<file path="config.mk">
export PLATFORM = sky130hd
export DESIGN_NAME = push_distributor_flat
export DESIGN_NICKNAME = d
export VERILOG_FILES = /design/src/rtl/push_distributor_if.sv /design/src/rtl/push_distributor.sv /design/src/flat_wrapper.sv
export SDC_FILE = /design/constraint.sdc
export NUM_CORES = 1
export LEC_CHECK = 0
export BUFFER_PORTS_ARGS = -buffer_cell sky130_fd_sc_hd__clkbuf_2
export CORE_AREA = 5 5 74 76
export DETAILED_ROUTE_END_ITERATION = 7
export DIE_AREA = 0 0 79 81
export PLACE_DENSITY = 0.76
export SYNTH_ARGS = -nofsm -noshare
export SYNTH_HDL_FRONTEND = slang
export SYNTH_SLANG_ARGS = --single-unit
</file>
<file path="constraint.sdc">
create_clock -name clk -period 3.2 [get_ports clk]
set_clock_uncertainty 0.1 [all_clocks]
set_input_delay 0.32 -clock clk [delete_from_list [all_inputs] [get_ports clk]]
set_output_delay 0.32 -clock clk [all_outputs]
set_load 0.01 [all_outputs]
</file>
<file path="src/rtl/push_distributor_if.sv">
// Handshake bundle between the upstream producer, the push distributor and
// the four downstream FIFOs. The slave side is the distributor itself.
interface push_distributor_if #(
  parameter int DATA_W = 8
) ();

  // Upstream word channel
  logic              in_valid;
  logic [DATA_W-1:0] in_data;
  logic [1:0]        in_dest;
  logic              in_ready;

  // Downstream FIFO side
  logic [3:0]        pop;
  logic [3:0]        push;
  logic [DATA_W-1:0] data_out;

  // Producer / arbiter side: drives words and pops, observes pushes
  modport master (
    output in_valid,
    output in_data,
    output in_dest,
    output pop,
    input  in_ready,
    input  push,
    input  data_out
  );

  // Distributor side
  modport slave (
    input  in_valid,
    input  in_data,
    input  in_dest,
    input  pop,
    output in_ready,
    output push,
    output data_out
  );

endinterface

</file>
<file path="src/rtl/push_distributor.sv">
// Push distributor: takes one word per cycle from upstream into a single
// holding register and forwards it as a one-hot push to one of four FIFOs.
// Occupancy of every FIFO is tracked locally so a word is only pushed when
// its target has room; a word stuck on a full FIFO stalls the whole input
// stream (strict ordering, no bypass).
module push_distributor #(
  parameter int DATA_W     = 8,
  parameter int FIFO_DEPTH = 8,
  parameter int AF_TH      = 6
) (
  input  logic                clk,
  input  logic                reset_L,
  push_distributor_if.slave   bus,
  output logic [3:0]          almost_full,
  output logic [3:0]          empty,
  output logic [1:0]          state,
  output logic [7:0]          stall_cnt,
  output logic                underflow_err
);

  localparam int OCC_W = $clog2(FIFO_DEPTH) + 1;

  localparam logic [OCC_W-1:0] DEPTH_OCC = OCC_W'(FIFO_DEPTH);
  localparam logic [OCC_W-1:0] AF_OCC    = OCC_W'(AF_TH);
  localparam logic [OCC_W-1:0] ONE_OCC   = OCC_W'(1);
  localparam logic [OCC_W-1:0] ZERO_OCC  = OCC_W'(0);

  typedef enum logic [1:0] {
    ST_IDLE    = 2'b00,
    ST_HELD    = 2'b01,
    ST_BLOCKED = 2'b10
  } state_t;

  // Holding register
  logic              hold_valid;
  logic [DATA_W-1:0] hold_data;
  logic [1:0]        hold_dest;

  // Per-FIFO occupancy
  logic [OCC_W-1:0]  occ [4];

  // Output registers
  logic [3:0]        push_q;
  logic [DATA_W-1:0] data_q;

  // Decoded control
  logic              dispatch;
  logic              in_ready_c;
  logic              accept;
  logic [3:0]        dispatch_vec;
  logic [3:0]        pop_eff;
  logic [3:0]        pop_bad;
  state_t            cur_state;

  // Next occupancy for one FIFO. Callers guarantee inc only when below depth
  // and dec only when non-zero, so the counter can never wrap either way.
  function automatic logic [OCC_W-1:0] occ_next(
    input logic [OCC_W-1:0] cur,
    input logic             inc,
    input logic             dec
  );
    logic [OCC_W-1:0] nxt;
    case ({inc, dec})
      2'b10:   nxt = cur + ONE_OCC;
      2'b01:   nxt = cur - ONE_OCC;
      default: nxt = cur;
    endcase
    return nxt;
  endfunction

  // Dispatch / accept decision from the current register contents only
  always_comb begin
    dispatch     = 1'b0;
    dispatch_vec = 4'b0000;
    if (hold_valid && (occ[hold_dest] < DEPTH_OCC)) begin
      dispatch     = 1'b1;
      dispatch_vec = 4'b0001 << hold_dest;
    end else begin
      dispatch     = 1'b0;
      dispatch_vec = 4'b0000;
    end
    in_ready_c = (~hold_valid) | dispatch;
    accept     = bus.in_valid & in_ready_c;
  end

  // Split pop strobes into counted pops and pops against an empty FIFO
  always_comb begin
    pop_eff = 4'b0000;
    pop_bad = 4'b0000;
    for (int i = 0; i < 4; i++) begin
      if (occ[i] != ZERO_OCC) begin
        pop_eff[i] = bus.pop[i];
        pop_bad[i] = 1'b0;
      end else begin
        pop_eff[i] = 1'b0;
        pop_bad[i] = bus.pop[i];
      end
    end
  end

  // State decode: the state is a pure function of the holding register and
  // the target occupancy, so no separate state flop can disagree with them
  always_comb begin
    cur_state = ST_IDLE;
    if (!hold_valid) begin
      cur_state = ST_IDLE;
    end else if (dispatch) begin
      cur_state = ST_HELD;
    end else begin
      cur_state = ST_BLOCKED;
    end
  end

  // Holding register: load on accept, otherwise drain on dispatch
  always_ff @(posedge clk or posedge reset_L) begin
    if (reset_L) begin
      hold_valid <= 1'b0;
      hold_data  <= {DATA_W{1'b0}};
      hold_dest  <= 2'b00;
    end else if (accept) begin
      hold_valid <= 1'b1;
      hold_data  <= bus.in_data;
      hold_dest  <= bus.in_dest;
    end else if (dispatch) begin
      hold_valid <= 1'b0;
    end else begin
      hold_valid <= hold_valid;
    end
  end

  // Registered push strobe and data word; data_out keeps its last value
  always_ff @(posedge clk or posedge reset_L) begin
    if (reset_L) begin
      push_q <= 4'b0000;
      data_q <= {DATA_W{1'b0}};
    end else if (dispatch) begin
      push_q <= dispatch_vec;
      data_q <= hold_data;
    end else begin
      push_q <= 4'b0000;
      data_q <= data_q;
    end
  end

  // Occupancy counters: +1 on push, -1 on a legal pop, unchanged on both
  always_ff @(posedge clk or posedge reset_L) begin
    if (reset_L) begin
      for (int i = 0; i < 4; i++) begin
        occ[i] <= ZERO_OCC;
      end
    end else begin
      for (int i = 0; i < 4; i++) begin
        occ[i] <= occ_next(occ[i], dispatch_vec[i], pop_eff[i]);
      end
    end
  end

  // Saturating count of cycles spent with a word waiting on a full FIFO
  always_ff @(posedge clk or posedge reset_L) begin
    if (reset_L) begin
      stall_cnt <= 8'd0;
    end else if ((cur_state == ST_BLOCKED) && (stall_cnt != 8'hFF)) begin
      stall_cnt <= stall_cnt + 8'd1;
    end else begin
      stall_cnt <= stall_cnt;
    end
  end

  // Sticky flag for any pop issued against an empty FIFO
  always_ff @(posedge clk or posedge reset_L) begin
    if (reset_L) begin
      underflow_err <= 1'b0;
    end else if (pop_bad != 4'b0000) begin
      underflow_err <= 1'b1;
    end else begin
      underflow_err <= underflow_err;
    end
  end

  // Per-FIFO status flags straight from the occupancy registers
  always_comb begin
    almost_full = 4'b0000;
    empty       = 4'b0000;
    for (int i = 0; i < 4; i++) begin
      almost_full[i] = (occ[i] >= AF_OCC);
      empty[i]       = (occ[i] == ZERO_OCC);
    end
  end

  assign bus.in_ready = in_ready_c;
  assign bus.push     = push_q;
  assign bus.data_out = data_q;
  assign state        = cur_state;

endmodule

</file>
<file path="src/flat_wrapper.sv">
// flat-port wrapper written by rule: the top's interface ports become plain ports
module push_distributor_flat 
#(
  parameter int DATA_W     = 8,
  parameter int FIFO_DEPTH = 8,
  parameter int AF_TH      = 6
)
  (clk, reset_L, almost_full, empty, state, stall_cnt, underflow_err, bus_in_valid, bus_in_data, bus_in_dest, bus_pop, bus_in_ready, bus_push, bus_data_out);
  push_distributor_if #(.DATA_W(DATA_W)) bus_i ();
  input  logic clk;
  input  logic reset_L;
  output logic [3:0] almost_full;
  output logic [3:0] empty;
  output logic [1:0] state;
  output logic [7:0] stall_cnt;
  output logic underflow_err;
  input wire logic [$bits(bus_i.in_valid)-1:0] bus_in_valid;
  input wire logic [$bits(bus_i.in_data)-1:0] bus_in_data;
  input wire logic [$bits(bus_i.in_dest)-1:0] bus_in_dest;
  input wire logic [$bits(bus_i.pop)-1:0] bus_pop;
  output wire logic [$bits(bus_i.in_ready)-1:0] bus_in_ready;
  output wire logic [$bits(bus_i.push)-1:0] bus_push;
  output wire logic [$bits(bus_i.data_out)-1:0] bus_data_out;
  assign bus_i.in_valid = bus_in_valid;
  assign bus_i.in_data = bus_in_data;
  assign bus_i.in_dest = bus_in_dest;
  assign bus_i.pop = bus_pop;
  assign bus_in_ready = bus_i.in_ready;
  assign bus_push = bus_i.push;
  assign bus_data_out = bus_i.data_out;
  push_distributor #(.DATA_W(DATA_W), .FIFO_DEPTH(FIFO_DEPTH), .AF_TH(AF_TH)) u_core (.clk(clk), .reset_L(reset_L), .bus(bus_i), .almost_full(almost_full), .empty(empty), .state(state), .stall_cnt(stall_cnt), .underflow_err(underflow_err));
endmodule
</file>
==> impl_metrics.json, run 1 <==
{
  "p_leak_uw": 0.00134,
  "cts_resized": 0,
  "cts_buffer_depth": 2,
  "cp_top_family": "multiplexers",
  "p_per_area_nw_per_um2": 1140,
  "cts_buffers": 5,
  "power_frac_seq": 0.381,
  "reg2reg_to": "u_core.occ[6]$_DFFE_PP0P_",
  "synth_enable_flop_cells": 0,
  "path_clk_slew_ns": 0.09,
  "end_kind": "flop",
  "synth-seq-cells": 48,
  "synth_fp_nets": 229,
  "synth_ff_type": "dfrtp_1",
  "crit_path_top_delay_cell": "mux4_2",
  "drt_first_pass_iters": 4,
  "grt-ovfl-total": 0,
  "setup_violations": 0,
  "clk_latency_ns": 0.30,
  "max_cap_violations": 0,
  "layout.cells.non_filler": 305,
  "vias_per_cell": 5.43,
  "path_class": "flop to flop",
  "ff2ff_setup_slack_ns": 0.30,
  "required_ns": 3.29,
  "grt_pass1_wl_mm": 7.91,
  "worstPathArrival_ns": 2.99,
  "start_util": 0.525,
  "p_switching_uw": 1260,
  "yosys_warnings": 0,
  "num_rows": 25,
  "yosysSeqAreaShare": 0.491,
  "netlist_area_um2": 2450,
  "dp_hpwl_mm": 3.24,
  "routedWlPerCell_um": 14.7,
  "area_growth_pct": 15.7,
  "fmax_ghz": 0.345,
  "reg2reg_from": "u_core.hold_dest[1]$_DFFE_PP0P_",
  "cts_tree": "yes",
  "worst-path-max-fanout": 7,
  "wirelength_mm": 4.48,
  "fin_tns_setup_ns": 0,
  "synthDistinctLibCells": 42,
  "drive_above_1_share": 0.355,
  "irDropWorstVdd_v": 0.000695,
  "crit_chain": "mux4_2 > nor2_2 > nand2_1 > or2_1 > ha_1 > xor2_1 > ha_1 > a21oi_1 > xor2_1 > nor2_1 > xor2_1",
  "place.port_buffers": 48,
  "cts_setup_buffers": 0,
  "antenna_found_initial": 0,
  "nNetsFinal": 280,
  "post-route-period-util": 0.907,
  "drcViolationCount": 0,
  "cts-root-buf": "clkbuf_8",
  "hold_viol_final": 0,
  "tightestPinTransition_ns": 0.991,
  "status": "complete, no violations",
  "die_h_um": 81,
  "drt_iter0_drc": 77,
  "antenna_cells": 0,
  "ff2ff_path_depth": 11,
  "ioPinCount": 49,
  "hold_path.class": "input port to async pin",
  "ant_nets": 0,
  "dp.cells": 297,
  "maxSlewHeadroom": 0.339,
  "synth_top_area_frac": 0.491,
  "synth_common_cells": "dfrtp_1, xor2_1, mux2_2",
  "gp_congestion": 0.860,
  "fp.coreArea_um2": 4660,
  "clock_sinks": 48,
  "synthTopCellsByArea": "dfrtp_1, ha_1, mux2_2",
  "crit_top_cell": "xor2_1",
  "start_kind": "flop",
  "path_buf_inv": 0,
  "swShare": 0.389,
  "cts.htree.levels": 2,
  "finalCriticalPeriod_ns": 2.90,
  "cp_slowest_stage_delay_ns": 0.60,
  "pwr-share-comb": 0.483,
  "fp.dieArea_um2": 6400,
  "syn_inst": 199,
  "clkPwrFrac": 0.136,
  "synth_most_common_cell": "dfrtp_1",
  "yosysTopAreaCell": "dfrtp_1",
  "grt_start_max_net_pins": 49,
  "grt_pass1_vias": 1640,
  "die_x_um": 79,
  "hold_buffers": 0,
  "grt.total_usage": 0.157,
  "synth-async-reset-ratio": 1.00,
  "finalMaxSlewViolations": 0,
  "dr_total_vias": 1656,
  "intPower_uw": 1980,
  "syn_avg_cell_area_um2": 12.3,
  "rsz0062_at_grt": "false"
}
cells in the final DEF, fill, tap and decap left out, types with 4 or more instances in the layout:
master    synthesis  layout
nor4_1            4       4
dfrtp_1          48      48
nor3b_1           4       4
ha_1             13      13
nor2_1            8       8
xor2_1           15      15
clkbuf_8          0       5
nand2b_1          6       6
inv_1             6       5
xnor2_1          10      10
mux2_4           10      10
nand2_1           8       8
a21oi_1           8       8
clkbuf_2          0      48
nor2b_1           4       4
mux2_2           14      14
layer usage:
metal  global-route usage  vias to the layer above  part of all wire
met1                0.220                      804              0.49
li1                     -                      801                 -
met3               0.0510                        5             0.063
met5                    0                        -                 0
met4               0.0412                        0            0.0080
met2                0.237                       46              0.44
power groups by stage:
stage	Combinational (uW)	Clock, uW	Sequential, uW
after global placement	1540	0	1230
after floorplan	1230	0	1190
final	1560	439	1230
after global routing	1750	475	1280
after detailed placement	1580	0	1240
after CTS	1590	452	1230
worst max path at each step:
stage,start,slack (ns),depth (start not counted),endpoint
finish,u_core.hold_dest[1]$_DFFE_PP0P_,0.30,11,u_core.occ[6]$_DFFE_PP0P_
global route,u_core.hold_dest[1]$_DFFE_PP0P_,0.09,11,u_core.occ[6]$_DFFE_PP0P_
CTS,u_core.hold_dest[1]$_DFFE_PP0P_,0.31,11,u_core.occ[6]$_DFFE_PP0P_
detailed placement,u_core.hold_dest[1]$_DFFE_PP0P_,0.33,11,u_core.occ[6]$_DFFE_PP0P_
global placement,u_core.hold_dest[1]$_DFFE_PP0P_,0.42,11,u_core.occ[6]$_DFFE_PP0P_
floorplan,u_core.hold_dest[1]$_DFFE_PP0P_,0.33,12,u_core.occ[6]$_DFFE_PP0P_
through the flow:
stage / power [uW] / util / hold WS (ns) / area (um^2) / setup slack, ns
CTS: 3270 / 0.607 / 0.127 / 2830 / 0.313
global route: 3510 / 0.607 / 0.136 / 2830 / 0.0892
finish: 3230 / 0.607 / 0.129 / 2830 / 0.299
detailed placement: 2820 / 0.583 / 0.385 / 2720 / 0.330
floorplan: 2420 / - / 0.323 / 2450 / 0.333
global placement: 2770 / 0.583 / 0.373 / 2720 / 0.420
logic make-up (layout without fill, tap and decap cells):
group                    count (synthesis)  in the layout  share of synthesized area
AO/OA/AOI/OAI                           23             23                     0.0614
XOR/XNOR                                25             25                     0.0895
adder cells (fa/ha/maj)                 13             13                     0.0665
buffers and inverters                   11             63                     0.0266
flip-flops                              48             48                      0.491
multiplexers                            25             25                      0.135
AND/OR/NAND/NOR                         54             54                      0.130
state kept, by name, summed over array words and instances (netlist names):
name	flops
u_core.bus.data_out	8
u_core.bus.push	4
u_core.hold_data	8
u_core.hold_dest	2
u_core.hold_valid	1
u_core.occ	16
u_core.stall_cnt	8
u_core.underflow_err	1
cell type report:
class / count / area (um^2)
Clock buffer: 5 / 68.8
Clock inverter: 3 / 42.5
Fill cell: 377 / 1830
Inverter: 6 / 22.5
Multi-Input combinational cell: 140 / 1180
Sequential cell: 48 / 1200
Tap cell: 54 / 67.6
Timing Repair Buffer: 49 / 248
Note: power is estimated with default switching activity, not from simulation.
==> run 2, diff against run 1 <==
==> constraint.sdc (replaced) <==
create_clock -name clk -period 2.74 [get_ports clk]
set_clock_uncertainty 0.1 [all_clocks]
set_input_delay 0.274 -clock clk [delete_from_list [all_inputs] [get_ports clk]]
set_output_delay 0.274 -clock clk [all_outputs]
set_load 0.01 [all_outputs]
==> run 2 against run 1 <==
Against the previous run: first-iteration DRC count is 16% lower; utilization up 2.0 points; maximum frequency is 11% higher; design area grew 3.4%; count of clock-buffer cells in the layout stayed put; setup slack worse by 0.18 ns; sequential share of layout area fell by 1.4 points; sequential cell count unchanged; critical path type unchanged; critical endpoint is now u_core.occ[2]$_DFFE_PP0P_; largest cell class is now multi-input gates; largest power group unchanged.
==> impl_metrics.json, run 2 (same netlist as run 1, synthesis figures left out) <==
{
  "cts_buffer_depth": 2,
  "fp.coreArea_um2": 4660,
  "top_layer_used": "met4",
  "worstPathArrival_ns": 2.71,
  "dp_hpwl_mm": 3.25,
  "wirelength_mm": 4.45,
  "finalCriticalPeriod_ns": 2.62,
  "p_leak_uw": 0.00138,
  "ff2ff_path_depth": 10,
  "clk_latency_ns": 0.30,
  "dp.cells": 301,
  "grt_start_max_net_pins": 49,
  "cts_buffers": 5,
  "pwr-share-comb": 0.523,
  "p_switching_uw": 1520,
  "wl_met3_um": 281,
  "vias_per_cell": 5.35,
  "irDropWorstVdd_v": 0.000737,
  "layout.cells.non_filler": 313,
  "swShare": 0.394,
  "hold_buffers": 0,
  "startpoint": "u_core.occ[15]$_DFFE_PP0P_",
  "largest_register_ffs": 16,
  "die_h_um": 81,
  "drt_first_pass_iters": 4,
  "path_clk_slew_ns": 0.09,
  "area_growth_pct": 19.6,
  "route.layer.met1.wl_mm": 1.98,
  "drt_iter0_drc": 65,
  "dr_total_vias": 1675,
  "worst-path-max-fanout": 5,
  "fp.dieArea_um2": 6400,
  "path_class": "flop to flop",
  "setup_violations": 0,
  "maxSlewHeadroom": 0.353,
  "grt-ovfl-total": 0,
  "start_util": 0.525,
  "grt_pass1_vias": 1668,
  "fmax_ghz": 0.382,
  "antenna_cells": 0,
  "top_register": "u_core.occ",
  "status": "complete, no violations",
  "max_cap_violations": 0,
  "place.port_buffers": 48,
  "intPower_uw": 2340,
  "p_per_area_nw_per_um2": 1320,
  "die_x_um": 79,
  "tightestPinTransition_ns": 0.969,
  "post-route-period-util": 0.956,
  "num_rows": 25,
  "reg2reg_to": "u_core.occ[2]$_DFFE_PP0P_",
  "drcViolationCount": 0,
  "power_frac_seq": 0.366,
  "rsz0062_at_grt": "true",
  "finalMaxSlewViolations": 0,
  "final_cell_mix": "clkbuf_2, dfrtp_1, xor2_1",
  "ant_nets": 0,
  "hold_viol_final": 0,
  "cts.htree.levels": 2,
  "cts_tree": "yes",
  "nNetsFinal": 288,
  "drive_above_1_share": 0.417,
  "post-route-util": 0.628,
  "ioPinCount": 49,
  "clkPwrFrac": 0.111,
  "required_ns": 2.83,
  "start_kind": "flop",
  "clock_sinks": 48,
  "gp_congestion": 0.822,
  "ff2ff_setup_slack_ns": 0.12,
  "end_kind": "flop",
  "routedWlPerCell_um": 14.2,
  "setup.worst_path.end": "u_core.occ[2]$_DFFE_PP0P_",
  "reg2reg_from": "u_core.occ[15]$_DFFE_PP0P_",
  "antenna_found_initial": 0,
  "grt.total_usage": 0.155,
  "hold_path.class": "input port to async pin",
  "cts-root-buf": "clkbuf_8",
  "grt_pass1_wl_mm": 7.83,
  "fillers": 367,
  "route.met2.wl_mm": 2.12
}
==> run 2: cell count changes in the layout (fill, tap and decap cells not counted), sizes merged <==
cell and delta:
buf +8, clkinv +1, clkinvlp -1, bufinv -1, inv +1
==> run 2: power by group through the flow <==
stage	logic [uW]	clock network (uW)	registers, uW
after CTS	1950	447	1420
after global routing	2270	480	1470
after global placement	1890	0	1420
after detailed placement	1940	0	1430
after floorplan	1470	0	1400
final	2020	427	1410
==> run 2: critical path: stages (launching register included) <==
cell,delay [ns]
dfrtp_1,0.43
mux4_2,0.52
nor2_4,0.14
nand3_1,0.17
ha_2,0.27
xor2_1,0.15
ha_1,0.18
a21oi_1,0.15
xor2_1,0.19
nor2_1,0.07
xor2_1,0.14
==> run 2: final cells by class <==
type | instances | area, um^2 | share of cell area
Sequential cell | 48 | 1200 | 0.411
Inverter | 6 | 22.5 | 0.00770
Clock buffer | 5 | 68.8 | 0.0235
Multi-Input combinational cell | 140 | 1230 | 0.422
Timing Repair Buffer | 57 | 308 | 0.105
Tap cell | 54 | 67.6 | 0.0231
Clock inverter | 3 | 22.5 | 0.00770
==> run 2: what timing repair did <==
action	in CTS	in global routing
gates resized for setup	0	9
endpoints found under the setup margin	0	4
buffers inserted	0	4
==> run 2: metal layers <==
layer  up-vias  track usage
met5         -            0
met4         0       0.0619
met3         7       0.0399
met2        45        0.253
met1       800        0.199
li1        823            -
==> run 2: worst min path at each step <==
| stage | endpoint | startpoint | cells past startpoint | slack (ns) |
|---|---|---|---|---|
| final | u_core.stall_cnt[5]$_DFFE_PP0P_ | reset_L | 2 | 0.07 |
| after global routing | u_core.hold_valid$_DFFE_PP0P_ | bus_in_valid | 2 | 0.07 |
| after CTS | u_core.hold_valid$_DFFE_PP0P_ | bus_in_valid | 2 | 0.06 |
| after detailed placement | u_core.hold_valid$_DFFE_PP0P_ | bus_in_valid | 2 | 0.38 |
| after global placement | u_core.underflow_err$_DFFE_PP0P_ | u_core.underflow_err$_DFFE_PP0P_ | 2 | 0.37 |
| after floorplan | u_core.hold_valid$_DFFE_PP0P_ | bus_in_valid | 1 | 0.28 |
==> run 2: metrics by stage <==
step	total power (uW)	instance area (um^2)	hold WS [ns]	setup slack, ns	TNS (ns)
6_report	3860	2930	0.0723	0.121	0
5_1_grt	4220	2930	0.0741	-0.00878	-0.0175
4_1_cts	3810	2860	0.0563	0.0485	0
3_5_place_dp	3370	2770	0.384	0.0696	0
3_3_place_gp	3300	2770	0.373	0.145	0
2_1_floorplan	2860	2470	0.277	-0.0396	-0.0466
